<file path="src/rtl/reg_pkg.sv">
// Shared types for the register-file stage: request/response structs,
// stage FSM encoding, busy-vector type and the hazard check.
package reg_pkg;

  localparam int REG_NUM = 32;
  localparam int REG_AW  = $clog2(REG_NUM);
  localparam int XLEN    = 32;

  typedef logic [XLEN-1:0]   imm_t;
  typedef logic [REG_AW-1:0] reg_addr_t;

  typedef enum logic {
    reg_idle = 1'b0,
    reg_next = 1'b1
  } reg_state_t;

  typedef struct packed {
    logic            valid;
    logic            pc_branch;
    logic            wb_wr;
    logic            alu_s1_font;
    logic [3:0]      alu_op;
    logic [XLEN-1:0] pc;
  } fur_sig_t;

  typedef struct packed {
    reg_state_t state;
    reg_addr_t  addr_out1;
    reg_addr_t  addr_out2;
    reg_addr_t  reg_dst;
    fur_sig_t   fur_sig;
  } decoder_to_reg_req_t;

  typedef struct packed {
    imm_t     data_out1;
    imm_t     data_out2;
    fur_sig_t fur_sig;
  } reg_to_alu_info_t;

  typedef struct packed {
    logic      valid_in;
    reg_addr_t addr_in;
    imm_t      data_in;
    fur_sig_t  fur_sig;
  } wb_to_reg_req_t;

  typedef struct packed {
    fur_sig_t fur_sig;
  } wb_info_t;

  typedef enum logic {
    RUN   = 1'b0,
    STALL = 1'b1
  } reg_stage_state_t;

  typedef logic [REG_NUM-1:0] busy_vec_t;

  // The destination only matters when the instruction will write it (WAW).
  function automatic logic has_hazard(input busy_vec_t busy, input busy_vec_t clr_vec,
                                      input reg_addr_t src1, input reg_addr_t src2,
                                      input reg_addr_t dst, input logic wb_wr);
    busy_vec_t blk;
    blk = busy & ~clr_vec;
    return blk[src1] | blk[src2] | (wb_wr & blk[dst]);
  endfunction

endpackage

</file>
<file path="src/rtl/reg_scoreboard.sv">
// Busy-bit scoreboard: one bit per register with set-over-clear priority,
// flush-clear of the whole vector, and the decoder hazard output.
module reg_scoreboard
  import reg_pkg::*;
#(
  parameter bit ZERO_REG  = 1'b1,
  parameter bit WB_BYPASS = 1'b1
) (
  input  logic      clk,
  input  logic      rst,
  input  logic      i_set_en,
  input  reg_addr_t i_set_addr,
  input  logic      i_clr_en,
  input  reg_addr_t i_clr_addr,
  input  logic      i_flush,
  input  reg_addr_t i_src1,
  input  reg_addr_t i_src2,
  input  reg_addr_t i_dst,
  input  logic      i_wb_wr,
  output logic      o_hazard
);

  busy_vec_t r_busy;
  busy_vec_t w_set_vec;
  busy_vec_t w_clr_vec;
  busy_vec_t w_busy_next;
  busy_vec_t w_bypass_clr;

  for (genvar gi = 0; gi < REG_NUM; gi++) begin : g_bit
    localparam bit IS_ZERO = (gi == 0) && ZERO_REG;
    assign w_set_vec[gi]   = i_set_en && (i_set_addr == reg_addr_t'(gi)) && !IS_ZERO;
    assign w_clr_vec[gi]   = i_clr_en && (i_clr_addr == reg_addr_t'(gi));
    assign w_busy_next[gi] = i_flush ? 1'b0 : (w_set_vec[gi] | (r_busy[gi] & ~w_clr_vec[gi]));
  end

  always_ff @(posedge clk or posedge rst) begin
    if (rst) r_busy <= '0;
    else     r_busy <= w_busy_next;
  end

  // Without bypass the writeback data is not visible yet, so the clear cannot unblock.
  assign w_bypass_clr = WB_BYPASS ? w_clr_vec : '0;
  assign o_hazard     = has_hazard(r_busy, w_bypass_clr, i_src1, i_src2, i_dst, i_wb_wr);

endmodule

</file>
<file path="src/rtl/reg_file_stage.sv">
// Register-file pipeline stage: register bank with writeback bypass, hazard
// stall toward the decoder, registered operands toward the ALU.
module reg_file_stage
  import reg_pkg::*;
#(
  parameter bit ZERO_REG  = 1'b1,
  parameter bit WB_BYPASS = 1'b1
) (
  input  logic                clk,
  input  logic                rst,
  input  decoder_to_reg_req_t dec_req,
  output logic                dec_stall,
  input  wb_to_reg_req_t      wb_req,
  output reg_to_alu_info_t    alu_info,
  output wb_info_t            wb_info
);

  imm_t             r_bank [REG_NUM];
  reg_to_alu_info_t r_alu_info;
  wb_info_t         r_wb_info;
  reg_stage_state_t r_state;
  logic [15:0]      r_stall_cnt;

  logic             w_present;
  logic             w_flush;
  logic             w_hazard;
  logic             w_issue;
  logic             w_wr_en;
  imm_t             w_data1;
  imm_t             w_data2;
  reg_to_alu_info_t w_alu_next;

  assign w_present = (dec_req.state == reg_next);
  assign w_flush   = wb_req.valid_in & wb_req.fur_sig.valid & wb_req.fur_sig.pc_branch;
  assign dec_stall = w_present & w_hazard & ~w_flush;
  assign w_issue   = w_present & ~dec_stall & ~w_flush;
  assign w_wr_en   = wb_req.valid_in & ~(ZERO_REG & (wb_req.addr_in == '0));

  // Operand priority: hardwired zero, then same-cycle writeback, then bank.
  assign w_data1 = (ZERO_REG && dec_req.addr_out1 == '0) ? '0 :
                   (WB_BYPASS && wb_req.valid_in && wb_req.addr_in == dec_req.addr_out1) ?
                   wb_req.data_in : r_bank[dec_req.addr_out1];
  assign w_data2 = (ZERO_REG && dec_req.addr_out2 == '0) ? '0 :
                   (WB_BYPASS && wb_req.valid_in && wb_req.addr_in == dec_req.addr_out2) ?
                   wb_req.data_in : r_bank[dec_req.addr_out2];

  reg_scoreboard #(
    .ZERO_REG  (ZERO_REG),
    .WB_BYPASS (WB_BYPASS)
  ) u_sb (
    .clk        (clk),
    .rst        (rst),
    .i_set_en   (w_issue & dec_req.fur_sig.wb_wr),
    .i_set_addr (dec_req.reg_dst),
    .i_clr_en   (wb_req.valid_in),
    .i_clr_addr (wb_req.addr_in),
    .i_flush    (w_flush),
    .i_src1     (dec_req.addr_out1),
    .i_src2     (dec_req.addr_out2),
    .i_dst      (dec_req.reg_dst),
    .i_wb_wr    (dec_req.fur_sig.wb_wr),
    .o_hazard   (w_hazard)
  );

  always_ff @(posedge clk or posedge rst) begin
    if (rst) begin
      for (int i = 0; i < REG_NUM; i++) r_bank[i] <= '0;
    end else if (w_wr_en) begin
      r_bank[wb_req.addr_in] <= wb_req.data_in;
    end
  end

  always_comb begin
    w_alu_next = '0;
    if (w_issue) begin
      w_alu_next.data_out1 = w_data1;
      w_alu_next.data_out2 = w_data2;
      w_alu_next.fur_sig   = dec_req.fur_sig;
    end
  end

  always_ff @(posedge clk or posedge rst) begin
    if (rst) begin
      r_alu_info <= '0;
      r_wb_info  <= '0;
    end else begin
      r_alu_info        <= w_alu_next;
      r_wb_info.fur_sig <= wb_req.fur_sig;
    end
  end

  // Stall-cycle counter for performance debug; saturates rather than wraps.
  always_ff @(posedge clk or posedge rst) begin
    if (rst) begin
      r_state     <= RUN;
      r_stall_cnt <= '0;
    end else begin
      case (r_state)
        RUN:     if (dec_stall) r_state <= STALL;
        STALL:   if (!dec_stall || w_flush) r_state <= RUN;
        default: r_state <= RUN;
      endcase
      if (r_state == STALL && r_stall_cnt != 16'hFFFF) r_stall_cnt <= r_stall_cnt + 16'd1;
    end
  end

  assign alu_info = r_alu_info;
  assign wb_info  = r_wb_info;

endmodule
</file>
<file path="config.mk">
export PLATFORM = sky130hd
export DESIGN_NAME = reg_file_stage
export DESIGN_NICKNAME = d
export VERILOG_FILES = /design/src/rtl/reg_pkg.sv /design/src/rtl/reg_scoreboard.sv /design/src/rtl/reg_file_stage.sv
export SDC_FILE = /design/constraint.sdc
export NUM_CORES = 2
export LEC_CHECK = 0
export ABC_CLOCK_PERIOD_IN_PS = 48500
export CAP_MARGIN = 10
export CORE_MARGIN = 4
export CORE_UTILIZATION = 30
export DETAILED_ROUTE_END_ITERATION = 8
export PLACE_DENSITY = 0.54
export SLEW_MARGIN = 15
export SYNTH_ARGS = -nofsm -noshare
export SYNTH_HDL_FRONTEND = slang
export SYNTH_HIERARCHICAL = 1
export SYNTH_SLANG_ARGS = --single-unit
</file>
<file path="constraint.sdc">
create_clock -name clk -period 48.5 [get_ports clk]
set_clock_uncertainty 0.15 [all_clocks]
set_input_delay 9.7 -clock clk [delete_from_list [all_inputs] [get_ports clk]]
set_output_delay 9.7 -clock clk [all_outputs]
set_load 0.03 [all_outputs]
</file>
==> run metrics <==
CTS Sinks 1200; Syn. warnings 6; fin crit period 23540 ps; R2R Path Start u_sb/r_busy[2]; worst slew pin tran 1179 ps; Antenna Nets Post-Route 0; worst-path maximum fanout 15; delay of the slowest critical-path stage 730 ps; R2R cell count 11; power per cell area 40.09 nW/um^2; drt wl/cell 27.20 microns; vias 43.93k; Distinct cells, synth 56; Area Overhead vs Synth 14.89%; first-pass GRT wire length 315.6 mm; DP HPWL 111.1 mm; post-synthesis sequential area ratio 47.89%; Critical Path AT 13690 ps; hold_ws 248.7 ps; cts repair resizes 0; Slowest-stage cell, CP clkdlybuf4s50_1; Total Routed Length 216.5 mm; EDFF count, synth 0; Worst-path clk slew 50 ps; Critical Path RT 38650 ps; crit path launch wb_req[75]; Hold Crit Class register to register; Mean Syn Cell Area 12.37 sq um; syn nets 5204; top_reg_cell synth dfrtp_1; crit path capture dec_stall; vias in the first global route 45.26k; FMAX 0.04248 GHz; Root Buffer clkbuf_16; initial DRC count 4241; die area 216400 sq um; cts hold-fix bufs 0; Initial DRT Pass Iterations 6; max-cap violations 0; DR top layer met5; setup TNS 0 ps; Setup violations, final 0; Filler cells 20.29k; largest net degree at the start of global routing 167; core area 207500 sq um; relative slew slack 21.18%; CTS Buf Count 143; most common cell after layout, fill and taps aside dfrtp_1; critical path's most frequent cell clkdlybuf4s50_1; Ports 281; Slew Limit Fails 0; DRC 0; Seq cells post-synth 1200; Synth async-reset ratio 100.0%; RSZ-0062 raised after global routing no; Row Count 167; share of layout cells above drive strength 1 23.37%; antenna violations before repair 15; WS Path Type input pin to output port; M1 wire length 96.80 mm; Vias/cell 5.518; commonest cells after routing, fill and taps aside 1200 x dfrtp_1, 1040 x mux2i_1, 818 x mux2_2; Final Hold Vio Count 0; Mapped Area 62700 sq um; CTS tree done; Nets 5203; total grt overflow 0; DR WL met2 99.69 mm; Final Wtd Congestion 0.8409; metal3 WL 12.42 mm; CP cell instances clkdlybuf4s50_1 -> or2_1 -> o21ai_0 -> mux2_2 -> a2111oi_0 -> or4_1 -> a311o_1 -> and3b_1 -> clkdlybuf4s50_1; postcts setup bufs 0; FF-to-FF setup slack 44120 ps; Final Cycle Share 48.53%; die width 465.2 microns; IO Port Bufs 280; H-tree Lvls 4; status finished clean; Die Y 465.2 microns; peak supply drop 0.00002945 V; CP endpoint kind output port; final core occ 34.72%; worst skew pair latency 780 ps; Post-Syn Instances 5068; Total GRT Usage 19.48%; Longest Clk Path Bufs 3; Initial Util 30.22%; Pleak 32.67 nW; reg2reg end alu_info[76]; CP startpoint kind input pin
[worst min path at each step]
stage | to | cells after the start | start
final | r_bank[1015] | 0 | r_bank[1015]
after global routing | r_bank[1013] | 0 | r_bank[1013]
after CTS | r_bank[1010] | 0 | r_bank[1010]
after detailed placement | r_bank[1010] | 0 | r_bank[1010]
after global placement | r_bank[1011] | 0 | r_bank[1011]
after floorplan | r_bank[1000] | 1 | r_bank[1000]
[Yosys cell counts, types with 6 or more instances]
cell type	number	area share [%]
buf_6	36	0.65
mux2i_1	1040	17
nor2_1	27	0.16
nand2b_1	8	0.080
xor2_1	9	0.13
buf_8	10	0.24
buf_1	70	0.42
nand3_1	18	0.14
mux2_2	818	15
a22oi_1	513	6.1
nor2b_1	21	0.21
clkbuf_4	6	0.072
buf_4	58	0.69
inv_1	8	0.048
mux4_2	8	0.29
o21ai_0	88	0.70
o21ai_1	7	0.056
mux2_1	181	3.3
a21oi_1	355	2.8
dfrtp_1	1200	48
and2_1	44	0.44
or4_1	70	0.84
buf_2	56	0.45
nor3_1	10	0.080
o211ai_1	7	0.084
clkbuf_1	286	1.7
nand2_1	55	0.33
[final cells by class]
| type | instances | area (sq um) | area share, % |
|---|---|---|---|
| Antenna cell | 5 | 12.51 | 0.01737 |
| Clock buffer | 205 | 4145 | 5.754 |
| Clock inverter | 41 | 462.9 | 0.6426 |
| Inverter | 8 | 37.54 | 0.05211 |
| Multi-Input combinational cell | 3338 | 30280 | 42.04 |
| Sequential cell | 1200 | 30030 | 41.68 |
| Tap cell | 2788 | 3488 | 4.842 |
| Timing Repair Buffer | 376 | 3578 | 4.967 |
[logic make-up after synthesis]
kind of cell	after synthesis	share of synthesized area [%]
muxes	2047	34.83
and+or+nand+nor	286	2.684
DFF	1200	47.89
buffers and inverters	530	4.278
AOI/OAI and AO/OA	994	10.16
xor gates and xnor gates	11	0.1537
[power by group]
| group | leakage (nW) | switching, W | internal, W | total [W] |
|---|---|---|---|---|
| Sequential | 15.4 | 0.000122 | 0.00117 | 0.00129 |
| Clock | 2.27 | 0.000444 | 0.000621 | 0.00107 |
| Combinational | 15.0 | 0.000263 | 0.000265 | 0.000528 |
| Total | 32.7 | 0.000829 | 0.00206 | 0.00289 |
[layer usage]
metal / up-vias / global-route usage (%)
met5: - / 0
met3: 423 / 3.412
met1: 23069 / 26.67
li1: 18917 / -
met2: 1514 / 30.92
met4: 2 / 7.059
[sequential cells by signal (all words and copies together), names as in the netlist]
name / cells
r_bank: 1024
u_sb/r_busy: 32
wb_info: 40
alu_info: 104
[worst max-delay path: cells and delay by family]
kind                   cells  cell delay (ps)
buffers and inverters      2             1320
and+or+nand+nor            3             1290
muxes                      1              270
AOI/OAI and AO/OA          3             1100
[metrics by stage]
step / area [sq um] / cells / power [W] / setup slack, ps
after detailed placement: 67470 / 7710 / 0.001836 / 25050
after CTS: 72070 / 7956 / 0.002914 / 25050
final: 72040 / 7961 / 0.002888 / 24960
after floorplan: 62700 / 5068 / 0.001679 / 5751
after global routing: 72030 / 7957 / 0.003029 / 24850
after global placement: 67470 / 7710 / 0.001815 / 25100
No activity file was read; power rests on OpenSTA's default activity.
